### config.mk
export PLATFORM = sky130hd
export DESIGN_NAME = rom_port_arbiter
export DESIGN_NICKNAME = d
export VERILOG_FILES = /design/src/rtl/rom_port_arbiter_pkg.sv /design/src/rtl/rom_arb_grant.sv /design/src/rtl/rom_port_arbiter.sv
export SDC_FILE = /design/constraint.sdc
export NUM_CORES = 1
export LEC_CHECK = 0
export BUFFER_PORTS_ARGS = -buffer_cell sky130_fd_sc_hd__buf_2
export CORE_AREA = 2 2 83 93
export CTS_CLUSTER_DIAMETER = 30
export DETAILED_ROUTE_END_ITERATION = 16
export DIE_AREA = 0 0 85 95
export HOLD_SLACK_MARGIN = 0.08
export PLACE_DENSITY = 0.79
export SLEW_MARGIN = 20
export SYNTH_ARGS = -nofsm -noshare
export SYNTH_HDL_FRONTEND = slang
export SYNTH_SLANG_ARGS = --single-unit
### constraint.sdc
create_clock -name clk_i -period 2 [get_ports clk_i]
set_input_delay 0.1 -clock clk_i [delete_from_list [all_inputs] [get_ports clk_i]]
set_output_delay 0.1 -clock clk_i [all_outputs]
set_load 0.02 [all_outputs]
### src/rtl/rom_port_arbiter_pkg.sv
// Shared encodings and the address-check helper for the ROM port arbiter.
package rom_port_arbiter_pkg;

  // Transaction FSM state encodings
  localparam logic [1:0] ST_IDLE  = 2'd0;
  localparam logic [1:0] ST_ISSUE = 2'd1;
  localparam logic [1:0] ST_WAIT  = 2'd2;
  localparam logic [1:0] ST_RESP  = 2'd3;

  // Owner flag encodings
  localparam logic OWN_INSN = 1'b0;
  localparam logic OWN_DATA = 1'b1;

  // Read data returned with a faulted access
  localparam logic [31:0] FAULT_RDATA = 32'h0000_0000;

  // Access fault: misaligned, below the window, at/above its end (33-bit compare
  // so the window end never wraps), or any store attempt.
  function automatic logic addr_fault(input logic [31:0]   addr,
                                      input logic          we,
                                      input logic [31:0]   base,
                                      input int unsigned   depth);
    logic [32:0] a;
    logic [32:0] lo;
    logic [32:0] hi;
    a  = {1'b0, addr};
    lo = {1'b0, base};
    hi = lo + (33'(depth) << 2);
    return (addr[1:0] != 2'b00) || (a < lo) || (a >= hi) || we;
  endfunction

endpackage

### src/rtl/rom_arb_grant.sv
// Grant select between fetch and data requesters with fetch starvation guard.
module rom_arb_grant
  import rom_port_arbiter_pkg::*;
#(
  parameter int unsigned STARVE_LIMIT = 4
) (
  input  logic clk_i,
  input  logic rst_i,
  input  logic insn_valid_i,
  input  logic data_valid_i,
  input  logic idle_i,
  output logic grant_insn_o,
  output logic grant_data_o
);

  localparam int CW = $clog2(STARVE_LIMIT + 1);

  logic [CW-1:0] starve_cnt_q;
  logic          starved;

  assign starved = (starve_cnt_q == CW'(STARVE_LIMIT));

  // Data has priority unless fetch has waited through STARVE_LIMIT data grants
  always_comb begin
    grant_insn_o = idle_i && insn_valid_i && (!data_valid_i || starved);
    grant_data_o = idle_i && data_valid_i && !(insn_valid_i && starved);
  end

  // Count data grants taken while fetch is waiting; saturate at the limit
  always_ff @(posedge clk_i or posedge rst_i) begin
    if (rst_i) begin
      starve_cnt_q <= '0;
    end else if (idle_i) begin
      if (grant_insn_o || !insn_valid_i) begin
        starve_cnt_q <= '0;
      end else if (grant_data_o && !starved) begin
        starve_cnt_q <= starve_cnt_q + CW'(1);
      end
    end
  end

endmodule

### src/rtl/rom_port_arbiter.sv
// Shares the synchronous ROM read port between instruction fetch and data loads.
// One transaction in flight: IDLE -> ISSUE -> WAIT -> RESP, faults skip to RESP.
module rom_port_arbiter
  import rom_port_arbiter_pkg::*;
#(
  parameter int unsigned MEM_DEPTH    = 256,
  parameter logic [31:0] BASE_ADDR    = 32'h0000_0000,
  parameter int unsigned STARVE_LIMIT = 4,
  localparam int         AW           = $clog2(MEM_DEPTH)
) (
  input  logic          clk_i,
  input  logic          rst_i,
  input  logic          insn_req_valid_i,
  input  logic [31:0]   insn_req_addr_i,
  output logic          insn_req_ready_o,
  output logic          insn_rsp_valid_o,
  input  logic          insn_rsp_ready_i,
  output logic [31:0]   insn_rsp_rdata_o,
  output logic          insn_rsp_err_o,
  input  logic          data_req_valid_i,
  input  logic [31:0]   data_req_addr_i,
  input  logic          data_req_we_i,
  output logic          data_req_ready_o,
  output logic          data_rsp_valid_o,
  input  logic          data_rsp_ready_i,
  output logic [31:0]   data_rsp_rdata_o,
  output logic          data_rsp_err_o,
  output logic          rom_en_o,
  output logic [AW-1:0] rom_addr_o,
  input  logic [31:0]   rom_rdata_i
);

  logic [1:0]    state_q;
  logic          owner_q;
  logic [AW-1:0] rom_addr_q;
  logic [31:0]   rdata_q;
  logic          err_q;

  logic          idle;
  logic          grant_insn;
  logic          grant_data;
  logic [31:0]   sel_addr;
  logic          sel_we;
  logic          sel_fault;
  logic [AW-1:0] sel_word;
  logic          owner_rsp_ready;
  logic          rsp_active;

  assign idle = (state_q == ST_IDLE);

  rom_arb_grant #(
    .STARVE_LIMIT (STARVE_LIMIT)
  ) u_grant (
    .clk_i        (clk_i),
    .rst_i        (rst_i),
    .insn_valid_i (insn_req_valid_i),
    .data_valid_i (data_req_valid_i),
    .idle_i       (idle),
    .grant_insn_o (grant_insn),
    .grant_data_o (grant_data)
  );

  // Decode the granted request: byte address, fault and ROM word index
  always_comb begin
    sel_addr  = grant_data ? data_req_addr_i : insn_req_addr_i;
    sel_we    = grant_data && data_req_we_i;
    sel_fault = addr_fault(sel_addr, sel_we, BASE_ADDR, MEM_DEPTH);
    sel_word  = AW'((sel_addr - BASE_ADDR) >> 2);
  end

  assign owner_rsp_ready = (owner_q == OWN_DATA) ? data_rsp_ready_i : insn_rsp_ready_i;

  // Transaction FSM with owner, address, fault and read-data latches
  always_ff @(posedge clk_i or posedge rst_i) begin
    if (rst_i) begin
      state_q    <= ST_IDLE;
      owner_q    <= OWN_INSN;
      rom_addr_q <= '0;
      rdata_q    <= '0;
      err_q      <= 1'b0;
    end else begin
      case (state_q)
        ST_IDLE: begin
          if (grant_insn || grant_data) begin
            owner_q <= grant_data ? OWN_DATA : OWN_INSN;
            err_q   <= sel_fault;
            if (sel_fault) begin
              rdata_q <= FAULT_RDATA;
              state_q <= ST_RESP;
            end else begin
              rom_addr_q <= sel_word;
              state_q    <= ST_ISSUE;
            end
          end
        end
        ST_ISSUE: state_q <= ST_WAIT;
        ST_WAIT: begin
          rdata_q <= rom_rdata_i;
          state_q <= ST_RESP;
        end
        default: begin
          if (owner_rsp_ready) begin
            state_q <= ST_IDLE;
          end
        end
      endcase
    end
  end

  // Route ready/response to the owning requester; the other side stays 0
  always_comb begin
    rsp_active       = (state_q == ST_RESP);
    insn_req_ready_o = grant_insn;
    data_req_ready_o = grant_data;
    insn_rsp_valid_o = rsp_active && (owner_q == OWN_INSN);
    data_rsp_valid_o = rsp_active && (owner_q == OWN_DATA);
    insn_rsp_rdata_o = insn_rsp_valid_o ? rdata_q : 32'h0;
    data_rsp_rdata_o = data_rsp_valid_o ? rdata_q : 32'h0;
    insn_rsp_err_o   = insn_rsp_valid_o && err_q;
    data_rsp_err_o   = data_rsp_valid_o && err_q;
    rom_en_o         = (state_q == ST_ISSUE);
    rom_addr_o       = rom_addr_q;
  end

endmodule

* Word-level counts from Yosys, hierarchy flattened *
Index checks and enable logic that the tools add are counted.

word-level totals
  logic and storage cells = 60
  flip-flop bits (word level) = 47
  bits of input ports = 103
  output and inout port bits = 79

operators by class
  eq/ne operators = 6
  add/sub/neg operators = 1
  reduce and logical (&&, ||, !) cells = 30
  mux-type cells = 14
  bitwise operators = 2
  order comparisons = 1

operators with widths
  operator                                                count
  2-to-1 mux 32 bit                                       5
  case mux 32 bit (2 select lines)                        1
  >= comparator 32 x 11 -> 1 bit (second input constant)  1
  logical AND 1 bit                                       11
  2-to-1 mux 2 bit                                        3
  2-to-1 mux 3 bit                                        2
  case mux 2 bit (3 select lines)                         1
  AND reduction 2 bit                                     3
  AND reduction 3 bit                                     2
  nonzero test 2 bit                                      3
  logical OR 1 bit                                        5
  equality test 2 bit (second input constant)             2
  zero test 1 bit                                         4
  inequality test 2 bit (second input constant)           2
  nonzero test 4 bit                                      1
  adder 3 x 1 -> 3 bit (second input constant)            1
  equality test 3 bit (second input constant)             1
  equality test 2 x 1 -> 1 bit (second input constant)    1
  zero test 2 bit                                         1
  2-to-1 mux 1 bit                                        2
  NOT 1 bit                                               2

* Longest topological paths before layout *
Gate-level depths: netlist of run 1.

  depth in word-level cells = 11
  gate-level depth with buffers = 9
  depth with buffers taken out = 8

* By module *
Synthesis of run 1 repeated with hierarchy kept, for this count alone.

unflattened totals
  cells, all modules = 328
  area total of the unflattened synthesis = 2,909.0 um^2

by module, submodules not included
  module            area an instance (um^2)  seq. area each (um^2)  instances  cells an instance
  rom_port_arbiter  2,708.8                  1,101.1                1          305
  rom_arb_grant     200.2                    75.1                   1          23

* Least setup slack after synthesis of run 1 *
No wires, ideal clock.

  kind = reg-to-reg
  from = register state_q[0]
  to = register rom_addr_q[0], in the netlist rom_addr_o[0]
  arrival time = 2,033 ps
  required time = 1,875 ps
  library setup time = 125 ps
  path slack = -158 ps
  stages on the path, launching flop included = 9
  buffers on the path = 1
  period minus slack after synthesis = 2,158 ps
  cell sequence = dfrtp_1 -> inv_1 -> ha_1 -> clkbuf_2 -> nand3_2 -> inv_2 -> or3_4 -> a21oi_4 -> mux2_2

on the way
  word-level cells in the longest chain between the ends = 9
  elaborated cells on any way between the ends = 14
  those cells by class = order compare: 1; mux: 1; bitwise: 1; reduce/logical: 11

RTL lines
  what                                                                         line                        RTL
  start: declaration                                                           rom_port_arbiter.sv:33      logic [1:0] state_q;
  start signal: assignment                                                     rom_port_arbiter.sv:76      state_q <= ST_IDLE;
  start signal: assignment                                                     rom_port_arbiter.sv:89      state_q <= ST_RESP;
  start signal: assignment                                                     rom_port_arbiter.sv:92      state_q <= ST_ISSUE;
  zero test 2 bit *                                                            rom_port_arbiter.sv:49      assign idle = (state_q == ST_IDLE);
  logical AND 1 bit * (2 in a row)                                             rom_arb_grant.sv:26         grant_data_o = idle_i && data_valid_i && !(insn_valid_i && starved);
  named net data_req_ready_o                                                   rom_port_arbiter.sv:23      output logic data_req_ready_o,
  2-to-1 mux 32 bit                                                            rom_port_arbiter.sv:65      sel_addr = grant_data ? data_req_addr_i : insn_req_addr_i;
  >= comparator 32 x 11 -> 1 bit / nonzero test 2 bit (equally long branches)  rom_port_arbiter_pkg.sv:29  return (addr[1:0] != 2'b00) || (a < lo) || (a >= hi) || we;
  logical OR 1 bit (2 in a row)                                                rom_port_arbiter_pkg.sv:29
  NOT 1 bit (no line)                                                          -
  AND reduction 3 bit (no line)                                                -
  end signal: assignment                                                       rom_port_arbiter.sv:91      rom_addr_q <= sel_word;
  end: declaration                                                             rom_port_arbiter.sv:35      logic [AW-1:0] rom_addr_q;

Mark *: on every way through the listed nets, which the timed path passes. The rest lies on a longest branch.
A chain may end at the register's enable or synchronous reset.

* Worst setup path after layout of run 1 *
  from = register u_grant.starve_cnt_q[1]
  to = register rom_addr_q[6], in the netlist rom_addr_o[6]

on the way
  word-level cells in the longest chain between the ends = 10
  elaborated cells on any way between the ends = 15
  those cells by class = order compare: 1; eq/ne: 1; mux: 1; bitwise: 1; reduce/logical: 11

RTL lines
  what                                                                         line                        RTL
  start: declaration                                                           rom_arb_grant.sv:18         logic [CW-1:0] starve_cnt_q;
  start signal: assignment                                                     rom_arb_grant.sv:37         starve_cnt_q <= starve_cnt_q + CW'(1);
  equality test 3 bit *                                                        rom_arb_grant.sv:21         assign starved = (starve_cnt_q == CW'(STARVE_LIMIT));
  logical AND 1 bit                                                            rom_arb_grant.sv:26
  zero test 1 bit                                                              rom_arb_grant.sv:26
  logical AND 1 bit                                                            rom_arb_grant.sv:26
  2-to-1 mux 32 bit                                                            rom_port_arbiter.sv:65
  >= comparator 32 x 11 -> 1 bit / nonzero test 2 bit (equally long branches)  rom_port_arbiter_pkg.sv:29
  logical OR 1 bit (2 in a row)                                                rom_port_arbiter_pkg.sv:29
  NOT 1 bit (no line)                                                          -
  AND reduction 3 bit (no line)                                                -

Every way passes the cells marked *; elsewhere a longest branch is shown, timed or not.

==> results of run 1 <==
## through the flow
step,cells,TNS [ns],setup slack [ns]
4_1_cts,553,0,0.00359
6_report,558,0,0.0342
5_1_grt,558,-0.237,-0.0468
3_5_place_dp,508,-1.94,-0.0720
2_1_floorplan,247,-0.641,-0.0801
3_3_place_gp,508,0,0.0337
## layout make-up
cell class | instances | share of cell area
clock buffers | 5 | 0.0161
clock inverters | 3 | 0.00440
inverters | 9 | 0.00851
multi-input cells | 175 | 0.332
flip-flops and latches | 47 | 0.276
well taps | 87 | 0.0255
repair buffers | 232 | 0.337
## layout by cell type (no fill, tap or decap), drive strengths merged, types with 4 or more instances in the layout
master | Yosys | final
dfrtp | 47 | 47
buf | 6 | 198
inv | 9 | 10
ha | 7 | 7
a22o | 32 | 32
nor4 | 12 | 12
nand2 | 9 | 9
mux2 | 17 | 17
and2 | 34 | 34
o21ai | 4 | 4
and3 | 35 | 35
dlygate4sd3 | 0 | 33
clkbuf | 11 | 6
## per-layer routing
metal	GRT usage	part of all wire
met5	0	0
met1	0.228	0.36
met4	0.0714	0.019
met2	0.432	0.55
met3	0.0341	0.064
## kinds of logic (layout without fill, tap and decap cells)
logic type,Yosys count,count (layout)
DFF,47,47
buffers and inverters,26,249
AOI/OAI and AO/OA,47,47
adders and majority gates,7,7
muxes,17,17
and+or+nand+nor,103,104
## power groups by stage
stage	Clock, mW	Combinational (mW)	Sequential [mW]
2_1_floorplan	0	1.66	1.43
4_1_cts	0.598	2.46	1.51
5_1_grt	0.633	2.81	1.57
3_5_place_dp	0	2.31	1.52
3_3_place_gp	0	2.19	1.51
6_report	0.578	2.57	1.53
## worst register-to-register path: stages, from the launching register on
cell and delay [ns]:
dfrtp_1 0.40, inv_2 0.09, ha_4 0.15, nand3_4 0.08
nand3_4 0.10, inv_4 0.05, or3_4 0.34, a21oi_4 0.19
clkbuf_16 0.17, mux2_4 0.29
## state kept, by name, summed over array words and instances, names as in the netlist
signal	cells
rdata_q	32
u_grant.starve_cnt_q	3
owner_q	1
state_q	2
err_q	1
rom_addr_o	8
## how the worst max path moves through the flow
stage	start	end	slack (ns)	cells after the start
after global placement	u_grant.starve_cnt_q[0]	rom_addr_o[3]	0.03	9
after detailed placement	u_grant.starve_cnt_q[0]	rdata_q[10]	-0.07	8
after floorplan	state_q[0]	rom_addr_o[0]	-0.08	8
after global routing	u_grant.starve_cnt_q[1]	rom_addr_o[4]	-0.05	9
final	u_grant.starve_cnt_q[1]	rom_addr_o[6]	0.03	9
after CTS	u_grant.starve_cnt_q[1]	rom_addr_o[1]	0.004	9
## timing repair
action | in CTS | in global routing
gates cloned | 1 | 1
endpoints found under the hold margin | 54 | 0
gates resized for setup | 10 | 3
pin swaps | 2 | 3
setup endpoints to repair | 74 | 42
hold buffers | 33 | 0
setup buffers | 3 | 4
==> summary.md, run 1 <==
| Metric | Value |
|---|---|
| CTS Root Cell | `clkbuf_8` |
| Main synth FF type | `dfrtp_1` |
| Synthesized net count | `357` |
| Vias in the first global route | `2847` |
| First-pass GRT wire length | `13600 um` |
| Reg2reg start | `u_grant.starve_cnt_q[1]` |
| Post-synth top cells | `dfrtp_1 (47), and3_1 (35), and2_1 (34)` |
| Synth Area in Compound Gates | `0.157` |
| Die width | `85 um` |
| Routed Antenna Nets | `0` |
| Sw Pwr | `2.00 mW` |
| Wire per inst | `16.5 um` |
| Cells after Synth | `247` |
| Sequential fraction of the synthesis area | `0.454` |
| Synth top area share | `0.454` |
| Number of flops mapped to enable cells by yosys | `0` |
| CP endpoint kind | `register` |
| Hold path endpoint | `rom_addr_o[7]` |
| CTS tree | `done` |
| LEAKAGE | `2.44 nW` |
| Vias | `2878` |
| I/O pin count | `182` |
| Count leader, synth | `dfrtp_1` |
| Largest net degree at the start of global routing | `36` |
| Hpwl dp | `6190 um` |
| Clk pin slew, worst setup/hold paths | `0.09 ns` |
| Register bit total from synthesis | `47` |
| RSZ-0062 raised after global routing | `true` |
| Iteration-0 DRC Markers | `140` |
| Footprint of the multi-input gates | `1420 um2` |
| R2R Path End | `rom_addr_o[6]` |
| Dpl cell area | `3690 um2` |
| WS Path Type | `reg -> reg` |
| CP Buf/Inv Count | `3` |
| Finished layout cell area | `4270 um2` |
| Worst-margin pin slew | `0.491 ns` |
| Int Power | `2.68 mW` |
| Area Overhead vs Synth | `64.6%` |
| Worst endpoint data arrival time | `2.16 ns` |
| Post-Synth Adder-Cell Area | `0.0338` |
| Hold WS | `0.150 ns` |
| Fill count | `608` |
| Slew Viols, Final | `0` |
| Max-capacitance violation count | `0` |
| Cell Pwr Density | `1100 nW/um2` |
| Synth Area per Inst | `10.5 um2` |
| Post-Syn Area | `2590 um2` |
| Period utilisation layout | `0.983` |
| Clock power frac | `0.124` |
| # diodes | `0` |
| Clk_lat worst skew | `0.30 ns` |
| Async SR Flop Fraction | `1.00` |
| Synth Warn # | `0` |
| FF-to-FF path depth | `9` |
| Largest family of logic cells by synthesized area | `simple AND/OR/NAND/NOR gates` |
| Initial core utilization | `0.359` |
| Rel. slew slack | `0.672` |
| Max Root-Sink Buffers | `2` |
| Sw frac | `0.428` |
| Core Footprint | `7230 um2` |
| Share of the core filled with cells | `0.590` |
| Critical path's most frequent cell | `nand3_4` |
| CP max-delay cell | `dfrtp_1` |
| CTS Sinks | `47` |
| Die Y-Extent | `95 um` |
| Grt total ovfl | `0` |
| Total power | `4.68 mW` |
| DRC viols | `0` |
| Seq pwr share | `0.328` |
| GRT Util Overall | `0.216` |
| Antenna violations before repair | `0` |
| H-tree levels | `2` |
| Worst hold path class | `in -> reg` |
| Achievable frequency | `0.509 GHz` |
| Worst Hold Depth | `3` |
| Multiplexer share of the synthesized area | `0.0739` |
| Final Skew | `0.00679 ns` |
| Final net count | `580` |
| Post-Route WL | `9220 um` |
| Die Area | `8080 um2` |
| VDD IR max | `0.000578 V` |
| R2R Setup Slk | `0.03 ns` |
| Drt pass-1 iters | `4` |
| Xor/xnor share of the synthesized area | `0` |
| CP Launch Type | `register` |
| Final Wtd Congestion | `0.888` |
| Layout cells sized above 1 | `0.512` |
| Top cells by area, synth | `dfrtp_1 (45%), a22o_1 (11%), and3_1 (8.5%)` |
| Final hold viol count | `0` |
| Vias per cell | `5.16` |
| Worst-path cell chain | `inv_2 -> ha_4 -> nand3_4 -> nand3_4 -> inv_4 -> or3_4 -> a21oi_4 -> clkbuf_16 -> mux2_4` |
| CP max stage delay | `0.40 ns` |
| Status | `completed` |
| Delay-heaviest family, CP | `simple AND/OR/NAND/NOR gates` |
| Count of final setup violators | `0` |
| Reg area | `1180 um2` |
| Synth unique cells | `33` |
| Worst hold start | `data_req_addr_i[9]` |
| Min Clock Period, post-route | `1.97 ns` |
| Num rows | `33` |
| CTS Buf Count | `5` |
| Post-Synth Simple-Gate Area | `0.240` |
| Comb power frac | `0.549` |
| Worst-path fanout max | `5` |
| Crit path required time | `2.19 ns` |
| I/O Buffers | `181` |
| Synth area leader | `dfrtp_1` |
(Power assumes the default switching activity.)
==> run 2: changes to the inputs <==
- CORE_AREA: 2 2 83 93 -> 2 2 79 89
- DIE_AREA: 0 0 85 95 -> 0 0 81 91
- PLACE_DENSITY: 0.79 -> 0.82
- clock period: 2 -> 1.89 ns (I/O delays scaled with it)
==> run 2 against run 1 <==
Compared with the run above: the flow now finishes with violations (negative setup slack); sequential share of layout area grew 0.12 points; first-iteration DRC count shrank 35%; routed wire length shrank 7.5%; clock skew grew 0.0048 ns; final cell count shrank 0.54%; sequential power grew 4%; combinational power grew 7%; clock power grew 35%; worst setup slack lost 0.12 ns; via count is essentially flat; total power grew 9.5%; core utilization grew 6.9 points; critical path type unchanged; critical endpoint is now rom_addr_o[4]; largest power group unchanged.
==> summary.md, run 2 (synthesis gave the netlist of run 1 again) <==
| Metric | Value |
|---|---|
| Post-Route WL | `8530 um (was 9220 um)` |
| Die Y-Extent | `91 um (was 95 um)` |
| Worst-path fanout max | `5 (unchanged)` |
| CTS Root Cell | `clkbuf_8 (unchanged)` |
| Worst hold path class | `in -> reg (unchanged)` |
| Worst-margin pin slew | `0.499 ns (was 0.491 ns)` |
| First-pass GRT wire length | `13100 um (was 13600 um)` |
| Drt pass-1 iters | `4 (unchanged)` |
| Finished layout cell area | `4250 um2 (was 4270 um2)` |
| Hpwl dp | `5540 um (was 6190 um)` |
| LEAKAGE | `2.45 nW (was 2.44 nW)` |
| Worst setup slack after placement | `-0.0992 ns (was -0.0720 ns)` |
| WS Path Type | `reg -> reg (unchanged)` |
| R2R Path End | `rom_addr_o[4] (was rom_addr_o[6])` |
| VDD IR max | `0.000555 V (was 0.000578 V)` |
| Min Clock Period, post-route | `1.98 ns (was 1.97 ns)` |
| Hold path endpoint | `rom_addr_o[7] (unchanged)` |
| Worst endpoint data arrival time | `2.16 ns (about the same)` |
| Cell Pwr Density | `1210 nW/um2 (was 1100 nW/um2)` |
| Worst hold start | `data_req_addr_i[9] (unchanged)` |
| Largest register FFs | `32 (unchanged)` |
| Grt total ovfl | `0 (unchanged)` |
| CP max-delay cell | `dfrtp_1 (unchanged)` |
| Commonest non-fill, non-tap cell in the layout | `buf_2 (unchanged)` |
| Delay-heaviest family, CP | `simple AND/OR/NAND/NOR gates (unchanged)` |
| GRT Util Overall | `0.230 (was 0.216)` |
| Fill count | `504 (was 608)` |
| Critical path's most frequent cell | `nand3_4 (unchanged)` |
| Max Root-Sink Buffers | `2 (unchanged)` |
| RSZ-0062 raised after global routing | `true (unchanged)` |
| Clk_lat worst skew | `0.30 ns (about the same)` |
| DRC viols | `0 (unchanged)` |
| H-tree levels | `2 (unchanged)` |
| Rel. slew slack | `0.667 (was 0.672)` |
| CTS tree | `done (unchanged)` |
| # diodes | `0 (unchanged)` |
| Achievable frequency | `0.506 GHz (was 0.509 GHz)` |
| Wire per inst | `15.4 um (was 16.5 um)` |
| Vias in the first global route | `2786 (was 2847)` |
| Layout cells sized above 1 | `0.514 (was 0.512)` |
| Antenna violations before repair | `0 (unchanged)` |
| Crit path required time | `2.08 ns (was 2.19 ns)` |
| Final net count | `582 (was 580)` |
| CP Launch Type | `register (unchanged)` |
| Largest Register | `rdata_q (unchanged)` |
| CTS Sinks | `47 (unchanged)` |
| Largest net degree at the start of global routing | `36 (unchanged)` |
| CP endpoint kind | `register (unchanged)` |
| Slew Viols, Final | `0 (unchanged)` |
| CP max stage delay | `0.39 ns (was 0.40 ns)` |
| Worst-path cell chain | `inv_2 -> ha_4 -> nand3_4 -> nand3_4 -> clkinv_4 -> or3_4 -> a21oi_4 -> buf_6 -> mux2_4 (was inv_2 -> ha_4 -> nand3_4 -> nand3_4 -> inv_4 -> or3_4 -> a21oi_4 -> clkbuf_16 -> mux2_4)` |
| Vias per cell | `5.18 (was 5.16)` |
| Most frequent cells in the layout | `buf_2 (181), dfrtp_1 (47), and3_1 (35), and2_1 (34), dlygate4sd3_1 (33) (unchanged)` |
| Count of final setup violators | `38 (was 0)` |
| Period utilisation layout | `1.05 (was 0.983)` |
| Final Skew | `0.0116 ns (was 0.00679 ns)` |
| Core Footprint | `6440 um2 (was 7230 um2)` |
| Die Area | `7370 um2 (was 8080 um2)` |
| CTS Buf Count | `5 (unchanged)` |
| I/O Buffers | `181 (unchanged)` |
| Vias | `2877 (was 2878)` |
| Status | `finished with violations (was completed)` |
| Routed Antenna Nets | `0 (unchanged)` |
| Worst Hold Depth | `3 (unchanged)` |
| Final hold viol count | `0 (unchanged)` |
| R2R Setup Slk | `-0.09 ns (was 0.03 ns)` |
| Reg2reg start | `u_grant.starve_cnt_q[1] (unchanged)` |
| Area Overhead vs Synth | `63.9% (was 64.6%)` |
| Clk pin slew, worst setup/hold paths | `0.09 ns (about the same)` |
| FF-to-FF path depth | `9 (unchanged)` |
| Num rows | `31 (was 33)` |
| Iteration-0 DRC Markers | `91 (was 140)` |
| CP Buf/Inv Count | `3 (unchanged)` |
| Fin worst setup slack | `-0.0860 ns (was 0.0342 ns)` |
| I/O pin count | `182 (unchanged)` |
| Max-capacitance violation count | `0 (unchanged)` |
| Dpl cell area | `3740 um2 (was 3690 um2)` |
| Final Wtd Congestion | `0.818 (was 0.888)` |
| Failing checks | `negative setup slack` |
| Die width | `81 um (was 85 um)` |
| Initial core utilization | `0.402 (was 0.359)` |
## run 2: changes by cell type in the layout (fill, tap and decap cells not counted), sizes merged
cell	before	now
nor2b	2	1
bufinv	0	1
inv	10	9
clkinv	2	1
buf	198	202
## run 2: worst max path at each step
| stage | slack (ns) | end | startpoint | cells past startpoint |
|---|---|---|---|---|
| 2_1_floorplan | -0.19 | rom_addr_o[0] | state_q[0] | 8 |
| 3_3_place_gp | -0.05 | rom_addr_o[3] | u_grant.starve_cnt_q[1] | 9 |
| 3_5_place_dp | -0.1 | rom_addr_o[2] | u_grant.starve_cnt_q[1] | 9 |
| 4_1_cts | -0.09 | rom_addr_o[5] | u_grant.starve_cnt_q[1] | 10 |
| 5_1_grt | -0.14 | rom_addr_o[3] | u_grant.starve_cnt_q[1] | 9 |
| 6_report | -0.09 | rom_addr_o[4] | u_grant.starve_cnt_q[1] | 9 |
## run 2: power by group
| part | switching, mW | internal, mW |
|---|---|---|
| Clock | 0.345 | 0.435 |
| Combinational | 1.50 | 1.24 |
| Sequential | 0.243 | 1.35 |
## run 2: what timing repair did
action,CTS,global route
cloned,1,0
buffers inserted,3,3
gates resized for setup,3,7
hold buffers,33,0
hold endpoints to repair,55,0
pin swaps,2,3
endpoints found under the setup margin,36,40
## run 2: per-layer routing
| layer | wire, um | global-route usage | share of wire |
|---|---|---|---|
| met1 | 3250 | 0.252 | 0.38 |
| met3 | 594 | 0.0378 | 0.070 |
| met5 | 0 | 0 | 0 |
| met2 | 4540 | 0.431 | 0.53 |
| met4 | 147 | 0.0819 | 0.017 |
## run 2: area by class of cell
type                       instances  area [um2]  area share
clock inverter                     2        38.8     0.00913
timing repair buffer             235        1430       0.336
inverter                           9        38.8     0.00913
sequential                        47        1180       0.277
tap                               82         103      0.0242
clock buffer                       6        82.6      0.0194
multi-input combinational        174        1380       0.325
## run 2: worst reg2reg max path, delay by kind of cell, from the launching register on
family                   cells  cell delay, ns
multiplexers                 1            0.30
buffers and inverters        3            0.29
flip-flops                   1            0.39
AND/OR/NAND/NOR              3            0.55
adder cells (fa/ha/maj)      1            0.16
AO/OA/AOI/OAI                1            0.18
## run 2: per-stage QoR
stage	TNS, ns	instances	hold slack [ns]	total power, mW	util
5_1_grt	-4.19	555	0.134	5.48	0.660
6_report	-1.33	555	0.152	5.12	0.660
3_5_place_dp	-0.803	509	0.159	4.18	0.580
3_3_place_gp	-0.359	509	0.152	4.11	0.580
4_1_cts	-0.666	554	0.141	5.05	0.660
2_1_floorplan	-1.55	247	0.234	3.35	-
==> run 3: changes to the inputs <==
==> constraint.sdc (replaced) <==
create_clock -name clk_i -period 1.89 [get_ports clk_i]
set_input_delay 0 -clock clk_i [delete_from_list [all_inputs] [get_ports clk_i]]
set_output_delay 0 -clock clk_i [all_outputs]
set_load 0.02 [all_outputs]
==> run 3 against run 2 <==
Compared with the run above: the run still ends with negative setup slack left; sequential share of layout area fell by 1.6 points; via count rose by 5.8%; routed wire length rose by 15%; critical endpoint is now rom_addr_o[0]; critical path depth did not move; sequential power barely moved; clock-buffer cell count fell by 1; critical path type unchanged; combinational power rose by 13%; core utilization rose by 4.0 points; cell area rose by 6.0%; clock skew fell by 0.0030 ns; final cell count rose by 3.8%; total power rose by 4.2%.
==> summary.md, run 3 (synthesis gave the netlist of run 1 again) <==
| Metric | Value |
|---|---|
| Status | `finished with violations (unchanged)` |
| Failing checks | `negative setup slack (unchanged)` |
| CTS Buf Count | `5 (unchanged)` |
| Clock power frac | `0.111 (was 0.152)` |
| CTS Root Cell | `clkbuf_8 (unchanged)` |
| Clk_lat worst skew | `0.29 ns (was 0.30 ns)` |
| Post-Route WL | `9780 um (was 8530 um)` |
| I/O pin count | `182 (unchanged)` |
| Fin worst setup slack | `-0.0828 ns (was -0.0860 ns)` |
| Antenna violations before repair | `0 (unchanged)` |
| Largest net degree at the start of global routing | `47 (was 36)` |
| Grt total ovfl | `0 (unchanged)` |
| Max Root-Sink Buffers | `2 (unchanged)` |
| CTS tree | `done (unchanged)` |
| CP Launch Type | `register (unchanged)` |
| Final Skew | `0.00864 ns (was 0.0116 ns)` |
| Sw Pwr | `2.25 mW (was 2.09 mW)` |
| WS Path Type | `reg -> reg (unchanged)` |
| Period utilisation layout | `1.04 (was 1.05)` |
| H-tree levels | `2 (unchanged)` |
| Vias per cell | `5.29 (was 5.18)` |
| VDD IR max | `0.000810 V (was 0.000555 V)` |
| Dpl cell area | `3730 um2 (was 3740 um2)` |
| Num rows | `31 (unchanged)` |
| Commonest non-fill, non-tap cell in the layout | `buf_2 (unchanged)` |
| Clk pin slew, worst setup/hold paths | `0.09 ns (about the same)` |
| Achievable frequency | `0.507 GHz (was 0.506 GHz)` |
| Share of the core filled with cells | `0.699 (was 0.660)` |
| # diodes | `0 (unchanged)` |
| First-pass GRT wire length | `14800 um (was 13100 um)` |
| Vias | `3045 (was 2877)` |
| Worst-margin pin slew | `0.543 ns (was 0.499 ns)` |
| Final hold viol count | `0 (unchanged)` |
| CTS Sinks | `47 (unchanged)` |
| Count of final setup violators | `40 (was 38)` |
| Fill count | `455 (was 504)` |
| Int Power | `3.08 mW (was 3.03 mW)` |
| DRC viols | `0 (unchanged)` |
| Largest register FFs | `32 (unchanged)` |
| Min Clock Period, post-route | `1.97 ns (was 1.98 ns)` |
| Vias in the first global route | `3200 (was 2786)` |
| Routed Antenna Nets | `0 (unchanged)` |
| Wire per inst | `17.0 um (was 15.4 um)` |
| Hpwl dp | `5760 um (was 5540 um)` |
| Cell Pwr Density | `1190 nW/um2 (was 1210 nW/um2)` |
| Die Y-Extent | `91 um (unchanged)` |
| Worst endpoint data arrival time | `2.16 ns (about the same)` |
| Core Footprint | `6440 um2 (unchanged)` |
| Largest Register | `rdata_q (unchanged)` |
| Final setup TNS | `-2.30 ns (was -1.33 ns)` |
| Layout cells sized above 1 | `0.504 (was 0.514)` |
| Worst-path fanout max | `5 (unchanged)` |
| Rel. slew slack | `0.636 (was 0.667)` |
| Max-capacitance violation count | `0 (unchanged)` |
| Seq pwr share | `0.303 (was 0.311)` |
| CP endpoint kind | `register (unchanged)` |
| Worst hold path class | `in -> reg (unchanged)` |
| Final net count | `603 (was 582)` |
| Crit path required time | `2.07 ns (was 2.08 ns)` |
| Die Area | `7370 um2 (unchanged)` |
| Finished layout cell area | `4500 um2 (was 4250 um2)` |
| Final Wtd Congestion | `0.802 (was 0.818)` |
| GRT Util Overall | `0.261 (was 0.230)` |
| Fin cells | `576 (was 555)` |
| Most frequent cells in the layout | `buf_2 (181), dlygate4sd3_1 (50), dfrtp_1 (47), and3_1 (34), and2_1 (34) (was buf_2 (181), dfrtp_1 (47), and3_1 (35), and2_1 (34), dlygate4sd3_1 (33))` |
| Die width | `81 um (unchanged)` |
| Placed instance count | `507 (was 509)` |
| LEAKAGE | `2.56 nW (was 2.45 nW)` |
| Area Overhead vs Synth | `73.7% (was 63.9%)` |
| I/O Buffers | `181 (unchanged)` |
| Iteration-0 DRC Markers | `118 (was 91)` |
| Sw frac | `0.422 (was 0.409)` |
| Initial core utilization | `0.402 (unchanged)` |
| RSZ-0062 raised after global routing | `true (unchanged)` |
| Slew Viols, Final | `0 (unchanged)` |
| Hold WS | `0.154 ns (was 0.152 ns)` |
| Drt pass-1 iters | `4 (unchanged)` |
| Comb power frac | `0.586 (was 0.537)` |
## run 3: layout make-up
class                           instances  area, um2  share of cell area
Inverter                                9       38.8             0.00862
Tap cell                               82        103              0.0228
Clock inverter                          3       18.8             0.00417
Sequential cell                        47       1180               0.261
Timing Repair Buffer                  255       1670               0.372
Clock buffer                            5       68.8              0.0153
Multi-Input combinational cell        175       1420               0.316
## run 3: worst max-delay path: stages (launching register included)
cell and delay [ns]:
dfrtp_1 0.41, inv_2 0.09, ha_4 0.15, nand3_4 0.08
nand3_4 0.10, inv_6 0.03, or3_4 0.38, a21oi_4 0.16
buf_6 0.16, mux2_4 0.30
## run 3: metal layers
layer	up-vias	track usage	wire length (um)	part of all wire
li1	1395	-	-	-
met5	-	0	0	0
met1	1459	0.268	3650	0.37
met3	26	0.0447	584	0.060
met2	165	0.506	5300	0.54
met4	0	0.0960	242	0.025
## run 3: worst paths after layout
kind                                         start                       to  slack [ns]  depth (start not counted)
setup / recovery           u_grant.starve_cnt_q[1]            rom_addr_o[0]       -0.08                          9
hold / removal                    insn_req_valid_i  u_grant.starve_cnt_q[2]        0.15                          3
setup reg to reg           u_grant.starve_cnt_q[1]            rom_addr_o[0]       -0.08                          9
hold reg to reg                         rdata_q[6]               rdata_q[6]        0.51                          1
max in group asynchronous                    rst_i               rdata_q[4]        0.78                          5
min in group asynchronous                    rst_i              rdata_q[15]        0.69                          4
## run 3: stage by stage
stage | setup slack [ns] | power [mW]
floorplan | -0.188 | 3.35
global placement | -0.0454 | 4.09
detailed placement | -0.144 | 4.19
CTS | -0.128 | 5.13
global route | -0.163 | 5.70
finish | -0.0828 | 5.33
## run 3: power groups by stage
stage	Clock, mW	Combinational, mW	Sequential [mW]
floorplan	0	1.83	1.52
global placement	0	2.52	1.57
detailed placement	0	2.60	1.59
CTS	0.623	2.93	1.58
global route	0.665	3.38	1.65
finish	0.594	3.12	1.62
## run 3: what timing repair did
action | CTS | global route
gates resized for setup | 13 | 4
hold buffers | 50 | 0
setup buffers | 6 | 3
cloned | 2 | 2
endpoints found under the hold margin | 87 | 0
pin swaps | 0 | 6
endpoints found under the setup margin | 74 | 74
